$ cat src/rtl/csr_mport_unit.sv
// csr_mport_unit: round-robin arbiter + serial CSR read-modify-write, accept->rd T+1, wr/push T+2, rsp T+3.
// Holds in EXEC (no write/unlock) while the response FIFO is full; CSR_FENCE_EN adds the warp drain before FPU CSRs.

module csr_mport_fifo #(
  parameter int WIDTH = 8,
  parameter int DEPTH = 4
) (
  input  logic             clk,
  input  logic             reset,
  input  logic             push_i,
  input  logic [WIDTH-1:0] push_dat_i,
  input  logic             pop_i,
  output logic [WIDTH-1:0] head_dat_o,
  output logic             empty_o,
  output logic             full_o
);
  localparam int AW = $clog2(DEPTH);

  logic [WIDTH-1:0] mem_q [DEPTH];
  logic [AW-1:0]    wptr_q, rptr_q;
  logic [AW:0]      cnt_q;

  assign empty_o    = (cnt_q == '0);
  assign full_o     = (cnt_q == (AW+1)'(DEPTH));
  assign head_dat_o = mem_q[rptr_q];

  always_ff @(posedge clk) begin
    if (push_i) mem_q[wptr_q] <= push_dat_i;
  end

  always_ff @(posedge clk or posedge reset) begin
    if (reset) begin
      wptr_q <= '0;
      rptr_q <= '0;
      cnt_q  <= '0;
    end else begin
      if (push_i) wptr_q <= wptr_q + AW'(1);
      if (pop_i)  rptr_q <= rptr_q + AW'(1);
      case ({push_i, pop_i})
        2'b10:   cnt_q <= cnt_q + (AW+1)'(1);
        2'b01:   cnt_q <= cnt_q - (AW+1)'(1);
        default: ;
      endcase
    end
  end
endmodule

module csr_mport_unit #(
  parameter int                   NUM_REQS       = 2,
  parameter int                   XLEN           = 32,
  parameter int                   NW_BITS        = 2,
  parameter int                   ADDR_BITS      = 12,
  parameter int                   TAG_W          = 16,
  parameter int                   RSP_DEPTH      = 4,
  parameter logic [ADDR_BITS-1:0] FENCE_ADDR_MAX = 'h003,
  localparam int                  IDXW           = (NUM_REQS > 1) ? $clog2(NUM_REQS) : 1
) (
  input  logic                                 clk,
  input  logic                                 reset,
  input  logic [NUM_REQS-1:0]                  req_valid,
  output logic [NUM_REQS-1:0]                  req_ready,
  input  logic [NUM_REQS-1:0][NW_BITS-1:0]     req_wid,
  input  logic [NUM_REQS-1:0][ADDR_BITS-1:0]   req_addr,
  input  logic [NUM_REQS-1:0][1:0]             req_op,
  input  logic [NUM_REQS-1:0]                  req_use_imm,
  input  logic [NUM_REQS-1:0][4:0]             req_imm,
  input  logic [NUM_REQS-1:0][XLEN-1:0]        req_rs1,
  input  logic [NUM_REQS-1:0][TAG_W-1:0]       req_tag,
  output logic [NW_BITS-1:0]                   alm_empty_wid,
  input  logic                                 alm_empty,
  output logic                                 unlock_valid,
  output logic [NW_BITS-1:0]                   unlock_wid,
  output logic                                 csr_rd_en,
  output logic [ADDR_BITS-1:0]                 csr_rd_addr,
  input  logic [XLEN-1:0]                      csr_rd_data,
  output logic                                 csr_wr_en,
  output logic [ADDR_BITS-1:0]                 csr_wr_addr,
  output logic [XLEN-1:0]                      csr_wr_data,
  output logic                                 rsp_valid,
  input  logic                                 rsp_ready,
  output logic [XLEN-1:0]                      rsp_data,
  output logic [TAG_W-1:0]                     rsp_tag,
  output logic [IDXW-1:0]                      rsp_idx
);
  typedef enum logic [1:0] {S_IDLE, S_FENCE, S_READ, S_EXEC} state_e;

  typedef struct packed {
    logic [XLEN-1:0]  data;
    logic [TAG_W-1:0] tag;
    logic [IDXW-1:0]  idx;
  } rsp_t;

  state_e                state_q, state_d;
  logic [IDXW-1:0]       rr_ptr_q, grant_idx, idx_q;
  logic                  grant_vld, grant_fence, accept, push, pop;
  logic [NW_BITS-1:0]    wid_q;
  logic [ADDR_BITS-1:0]  addr_q;
  logic [1:0]            op_q;
  logic                  use_imm_q, fence_q, rd_pend_q;
  logic [4:0]            imm_q;
  logic [XLEN-1:0]       rs1_q, hold_q, rdata, src, wdata;
  logic [TAG_W-1:0]      tag_q;
  logic                  wen, fifo_full, fifo_empty;
  rsp_t                  push_dat, head_dat;

  function automatic logic [IDXW-1:0] rr_idx(input logic [IDXW-1:0] base, input int off);
    return IDXW'((int'(base) + off) % NUM_REQS);
  endfunction

  // Walk from farthest to nearest so the channel right after rr_ptr wins.
  always_comb begin
    grant_vld = 1'b0;
    grant_idx = '0;
    for (int i = NUM_REQS - 1; i >= 0; i--) begin
      if (req_valid[rr_idx(rr_ptr_q, i + 1)]) begin
        grant_vld = 1'b1;
        grant_idx = rr_idx(rr_ptr_q, i + 1);
      end
    end
  end

  assign grant_fence = (req_addr[grant_idx] <= FENCE_ADDR_MAX);

  // Read data is only live the cycle after csr_rd_en; later EXEC cycles use the held copy.
  assign rdata = rd_pend_q ? csr_rd_data : hold_q;
  assign src   = use_imm_q ? {{(XLEN-5){1'b0}}, imm_q} : rs1_q;
  assign wen   = (op_q == 2'b00) | (src != '0);

  always_comb begin
    case (op_q)
      2'b00:   wdata = src;
      2'b01:   wdata = rdata | src;
      default: wdata = rdata & ~src;
    endcase
  end

  always_comb begin
    state_d       = state_q;
    req_ready     = '0;
    accept        = 1'b0;
    push          = 1'b0;
    csr_rd_en     = 1'b0;
    csr_rd_addr   = '0;
    csr_wr_en     = 1'b0;
    csr_wr_addr   = '0;
    csr_wr_data   = '0;
    alm_empty_wid = '0;
    unlock_valid  = 1'b0;
    unlock_wid    = '0;
    case (state_q)
      S_IDLE: begin
        if (grant_vld) begin
          accept               = 1'b1;
          req_ready[grant_idx] = 1'b1;
`ifdef CSR_FENCE_EN
          state_d = grant_fence ? S_FENCE : S_READ;
`else
          state_d = S_READ;
`endif
        end
      end
      S_FENCE: begin
`ifdef CSR_FENCE_EN
        alm_empty_wid = wid_q;
        if (alm_empty) state_d = S_READ;
`else
        state_d = S_READ;
`endif
      end
      S_READ: begin
        csr_rd_en   = 1'b1;
        csr_rd_addr = addr_q;
        state_d     = S_EXEC;
      end
      S_EXEC: begin
        if (!fifo_full) begin
          push      = 1'b1;
          csr_wr_en = wen;
          if (wen) begin
            csr_wr_addr = addr_q;
            csr_wr_data = wdata;
          end
`ifdef CSR_FENCE_EN
          unlock_valid = fence_q;
          if (fence_q) unlock_wid = wid_q;
`endif
          state_d = S_IDLE;
        end
      end
      default: state_d = S_IDLE;
    endcase
  end

  always_ff @(posedge clk or posedge reset) begin
    if (reset) begin
      state_q   <= S_IDLE;
      rr_ptr_q  <= IDXW'(NUM_REQS - 1);
      idx_q     <= '0;
      wid_q     <= '0;
      addr_q    <= '0;
      op_q      <= '0;
      use_imm_q <= 1'b0;
      imm_q     <= '0;
      rs1_q     <= '0;
      tag_q     <= '0;
      fence_q   <= 1'b0;
      rd_pend_q <= 1'b0;
      hold_q    <= '0;
    end else begin
      state_q   <= state_d;
      rd_pend_q <= (state_q == S_READ);
      if (state_q == S_EXEC) hold_q <= rdata;
      if (accept) begin
        rr_ptr_q  <= grant_idx;
        idx_q     <= grant_idx;
        wid_q     <= req_wid[grant_idx];
        addr_q    <= req_addr[grant_idx];
        op_q      <= req_op[grant_idx];
        use_imm_q <= req_use_imm[grant_idx];
        imm_q     <= req_imm[grant_idx];
        rs1_q     <= req_rs1[grant_idx];
        tag_q     <= req_tag[grant_idx];
        fence_q   <= grant_fence;
      end
    end
  end

`ifndef CSR_FENCE_EN
  logic unused_fence;
  assign unused_fence = ^{alm_empty, wid_q, fence_q};
`endif

  assign push_dat = '{data: rdata, tag: tag_q, idx: idx_q};
  assign pop      = rsp_valid & rsp_ready;

  csr_mport_fifo #(
    .WIDTH ($bits(rsp_t)),
    .DEPTH (RSP_DEPTH)
  ) u_rsp_fifo (
    .clk        (clk),
    .reset      (reset),
    .push_i     (push),
    .push_dat_i (push_dat),
    .pop_i      (pop),
    .head_dat_o (head_dat),
    .empty_o    (fifo_empty),
    .full_o     (fifo_full)
  );

  assign rsp_valid = !fifo_empty;
  assign rsp_data  = rsp_valid ? head_dat.data : '0;
  assign rsp_tag   = rsp_valid ? head_dat.tag  : '0;
  assign rsp_idx   = rsp_valid ? head_dat.idx  : '0;
endmodule

$ cat config.mk
export PLATFORM = sky130hd
export DESIGN_NAME = csr_mport_unit
export DESIGN_NICKNAME = d
export VERILOG_FILES = /design/src/rtl/csr_mport_unit.sv
export SDC_FILE = /design/constraint.sdc
export NUM_CORES = 1
export LEC_CHECK = 0
export CAP_MARGIN = 20
export CORE_ASPECT_RATIO = 0.6
export CORE_MARGIN = 10
export CORE_UTILIZATION = 45
export DETAILED_ROUTE_END_ITERATION = 16
export PLACE_DENSITY = 0.72
export SLEW_MARGIN = 20
export SYNTH_ARGS = -nofsm -noshare
export SYNTH_HDL_FRONTEND = slang
export SYNTH_SLANG_ARGS = --single-unit
$ cat constraint.sdc
create_clock -name clk -period 4.28 [get_ports clk]
set_input_delay 1.284 -clock clk [delete_from_list [all_inputs] [get_ports clk]]
set_output_delay 1.284 -clock clk [all_outputs]
set_load 0.03 [all_outputs]
==> out/results.tsv <==
stage	metric	value	unit
run	Max-Cap Viols	0	
routing	final wirelength	41100	um
synth	Mapped Avg Cell Area	14.2	sq um
die	Die Area	38000	sq um
global_routing	gr usage total	21.1	%
synth	largest family of logic cells by synthesized area	simple AND/OR/NAND/NOR gates	
synth	Adder-Cell Fraction of Synth Area	0.603	%
synth	library cells used by synthesis	45	
worst_setup_path	crit end category	output port	
global_routing	vias in the first global route	9753	
global_routing	GRT Residual Overflow	0	
pwr	VDD IR max	0.505	mV
sta	Max Fclk	0.242	GHz
place	HPWL Detailed	27600	um
place	dpl ws	0.0903	ns
die	core area	30000	sq um
synth	sequential share of the synthesized area	63.5	%
routing	DR iter-0 viols	947	
cts	Clock Latency Late Sink	0.56	ns
sta	Final setup viols	0	
place	placed cells	1613	
cts	Root Buffer	clkbuf_16	
worst_setup_path	Crit path required time	3.00	ns
cts	# clock sinks	308	
sta	count of pins over their slew limit	0	
synth	Post-Synth Simple-Gate Area	11.9	%
cells_and_area	area grow syn2layout	31.4	%
worst_setup_path	worst setup path category	reg2out	
global_routing	first-pass GRT wire length	61800	um
die	# rows	49	
cells_and_area	final cell count without fillers	1670	
die	die height	155	um
sta	setup TNS	0	ns
sta	Clock Skews	0.0106	ns
cts	clk buf depth	3	
place	port bufs	282	
die	boundary pin count	293	
synth	mux contribution to synthesized area	11.2	%
synth	Post-Synthesis Cells	963	
synth	most used flip-flop cell after synthesis	edfxtp_1	
cts	TritonCTS Buffers	29	
routing	routed vias	9284	
routing	ANT nets after route	0	
pwr	P_leak	6.86	nW
synth	Synth Area in Compound Gates	9.36	%
worst_setup_path	crit path max fanout	35	
global_routing	initial antenna violation count	2	
routing	WL per Instance	24.6	um
synth	post-synthesis xor/xnor area fraction	0.384	%
cts	CTS tree	done	
sta	Tcrit/Tclk final	96.4	%
sta	Worst Setup Slack, final	0.154	ns
routing	routed vias/inst	5.56	
synth	mapped cell area	13700	sq um
die	Die X	245	um
routing	DRC Markers	0	
cts	Reg clk slew, reported paths	0.06	ns
sta	actual slew at the worst max-slew pin	0.838	ns
synth	#FFs+latches synth	308	
cells_and_area	share of cells above drive strength 1	16.9	%
worst_setup_path	startpoint type of the worst setup path	flip-flop	
run_status	status	complete, no violations	
sta	RSZ-0062 raised after global routing	false	
cts	H-tree depth	1	
min_path	Hold Path Class	reg2reg	
global_routing	largest net degree at the start of global routing	71	
sta	final hold violation count	0	
place	Placer Congestion	0.779	
synth	Async SR Flop Fraction	36.4	%
worst_setup_path	Data arrival, critical path	2.84	ns
cells_and_area	final core utilization	60.0	%
synth	number of synthesized flops with an enable pin	196	
sta	Rel. slew slack	44.1	%
pwr	power density over the cells	885	nW/um^2
routing	drt first pass iters	5	
synth	Yosys warnings	0	
cells_and_area	nets@finish	1423	
sta	Final min period	4.13	ns
die	Initial Utilization	45.7	%
-- critical path, cell delays in order, from the launching register on --
cell     delay (ns)
dfrtp_2        0.48
buf_6          0.20
nor4_1         0.30
nand4_1        0.24
a32oi_4        0.24
buf_12         0.25
buf_4          0.24
a21oi_1        0.13
buf_4          0.19
-- synthesized netlist by cell type (3+ instances only) --
cell type  count  area [sq um]
a21boi_0      10          75.1
a21oi_1       32           160
a21oi_2        4          35.0
a221o_1       68           681
a221oi_1       5          43.8
a31oi_1       27           169
and2_1       135           845
buf_2         25           125
buf_4          8          60.1
buf_6          5          56.3
clkbuf_1      38           143
dfrtp_1      111          2780
edfxtp_1     196          5890
ha_1           5          62.6
inv_1          7          26.3
mux2_2        37           417
mux4_2        49          1100
nand2_1      101           379
nand2b_1      25           156
nor2_1        35           131
nor4_1         7          43.8
xnor2_1        3          26.3
xor2_1         3          26.3
-- where the power goes --
| part | switching, mW | internal (mW) | total, mW |
|---|---|---|---|
| sequential | 0.624 | 4.45 | 5.07 |
| combinational | 4.83 | 3.38 | 8.22 |
| clock | 1.12 | 1.52 | 2.64 |
-- cell usage in the layout (no fill, tap or decap), types with 3 or more instances in the layout --
cell / Yosys / final
xor2_1: 3 / 3
ha_1: 5 / 5
buf_4: 8 / 47
clkbuf_16: 0 / 29
and2_2: 0 / 4
nor4_1: 7 / 4
clkbuf_1: 38 / 6
nand2b_1: 25 / 25
and2_1: 135 / 131
clkinv_2: 0 / 3
a221o_1: 68 / 68
nor2_1: 35 / 35
nand2_1: 101 / 101
a21oi_2: 4 / 4
dlygate4sd2_1: 0 / 24
clkdlybuf4s50_1: 0 / 235
inv_1: 7 / 6
xnor2_1: 3 / 3
a21boi_0: 10 / 10
clkinv_1: 0 / 5
mux4_2: 49 / 49
a21oi_1: 32 / 31
edfxtp_1: 196 / 196
a221oi_1: 5 / 5
buf_12: 0 / 9
bufinv_16: 0 / 4
dfrtp_1: 111 / 108
o21ai_4: 1 / 3
a31oi_1: 27 / 27
mux2_2: 37 / 37
conb_1: 1 / 5
-- area by class of cell --
type	instances	area [sq um]
repair buffers	317	3120
clock buffers	37	776
multi-input cells	576	4670
fillers	2326	12000
inverters	7	28.8
diodes	1	2.50
flip-flops and latches	308	8700
well taps	408	510
clock inverters	16	186
-- registers in the layout (all words and copies together) (netlist names) --
register / flops
u_rsp_fifo.mem_q: 196
hold_q: 32
rs1_q: 32
tag_q: 16
addr_q: 12
imm_q: 5
u_rsp_fifo.cnt_q: 3
op_q: 2
state_q: 2
u_rsp_fifo.rptr_q: 2
u_rsp_fifo.wptr_q: 2
idx_q: 1
rd_pend_q: 1
rr_ptr_q: 1
use_imm_q: 1
-- path summary, 6_finish.rpt --
check / from / end / slack (ns) / cells past startpoint
hold / removal: hold_q[16]$_DFFE_PP0P_ / hold_q[16]$_DFFE_PP0P_ / 0.47 / 2
min in group asynchronous: reset / tag_q[8]$_DFFE_PP0P_ / 1.11 / 2
hold reg to reg: hold_q[16]$_DFFE_PP0P_ / hold_q[16]$_DFFE_PP0P_ / 0.47 / 2
setup / recovery: use_imm_q$_DFFE_PP0P_ / csr_wr_data[21] / 0.15 / 8
max in group asynchronous: reset / hold_q[12]$_DFFE_PP0P_ / 2.31 / 3
setup reg to reg: u_rsp_fifo.cnt_q[0]$_DFFE_PP0P_ / u_rsp_fifo.mem_q[2][34]$_DFFE_PP_ / 1.50 / 5
-- per-layer routing --
metal / up-vias / share of wire, % / global-route usage (%)
li1: 4160 / - / -
met1: 4677 / 44 / 29.6
met2: 403 / 46 / 32.8
met3: 44 / 8.5 / 5.51
met4: 0 / 1.8 / 4.09
met5: - / 0 / 0
-- timing repair --
| action | in CTS | in global routing |
|---|---|---|
| endpoints found under the setup margin | 36 | 2 |
| pin swaps | 1 | 0 |
| hold buffers | 0 | 0 |
| buffers inserted | 2 | 0 |
| resized for setup | 32 | 2 |
| endpoints found under the hold margin | 0 | 0 |
| cloned | 1 | 0 |
-- through the flow --
step	hold WS, ns	power, mW	cell area [sq um]
floorplan	0.442	10.1	13700
global placement	0.454	13.2	17000
detailed placement	0.459	13.4	17000
CTS	0.475	16.1	18000
global route	0.487	16.8	18000
finish	0.471	15.9	18000
-- cells by family after synthesis --
family                     after synthesis
AOI/OAI and AO/OA                      156
xor gates and xnor gates                 6
adders and majority gates                6
buffers and inverters                   84
DFF                                    308
muxes                                   87
other                                    1
and+or+nand+nor                        315
No activity file was read; power rests on OpenSTA's default activity.
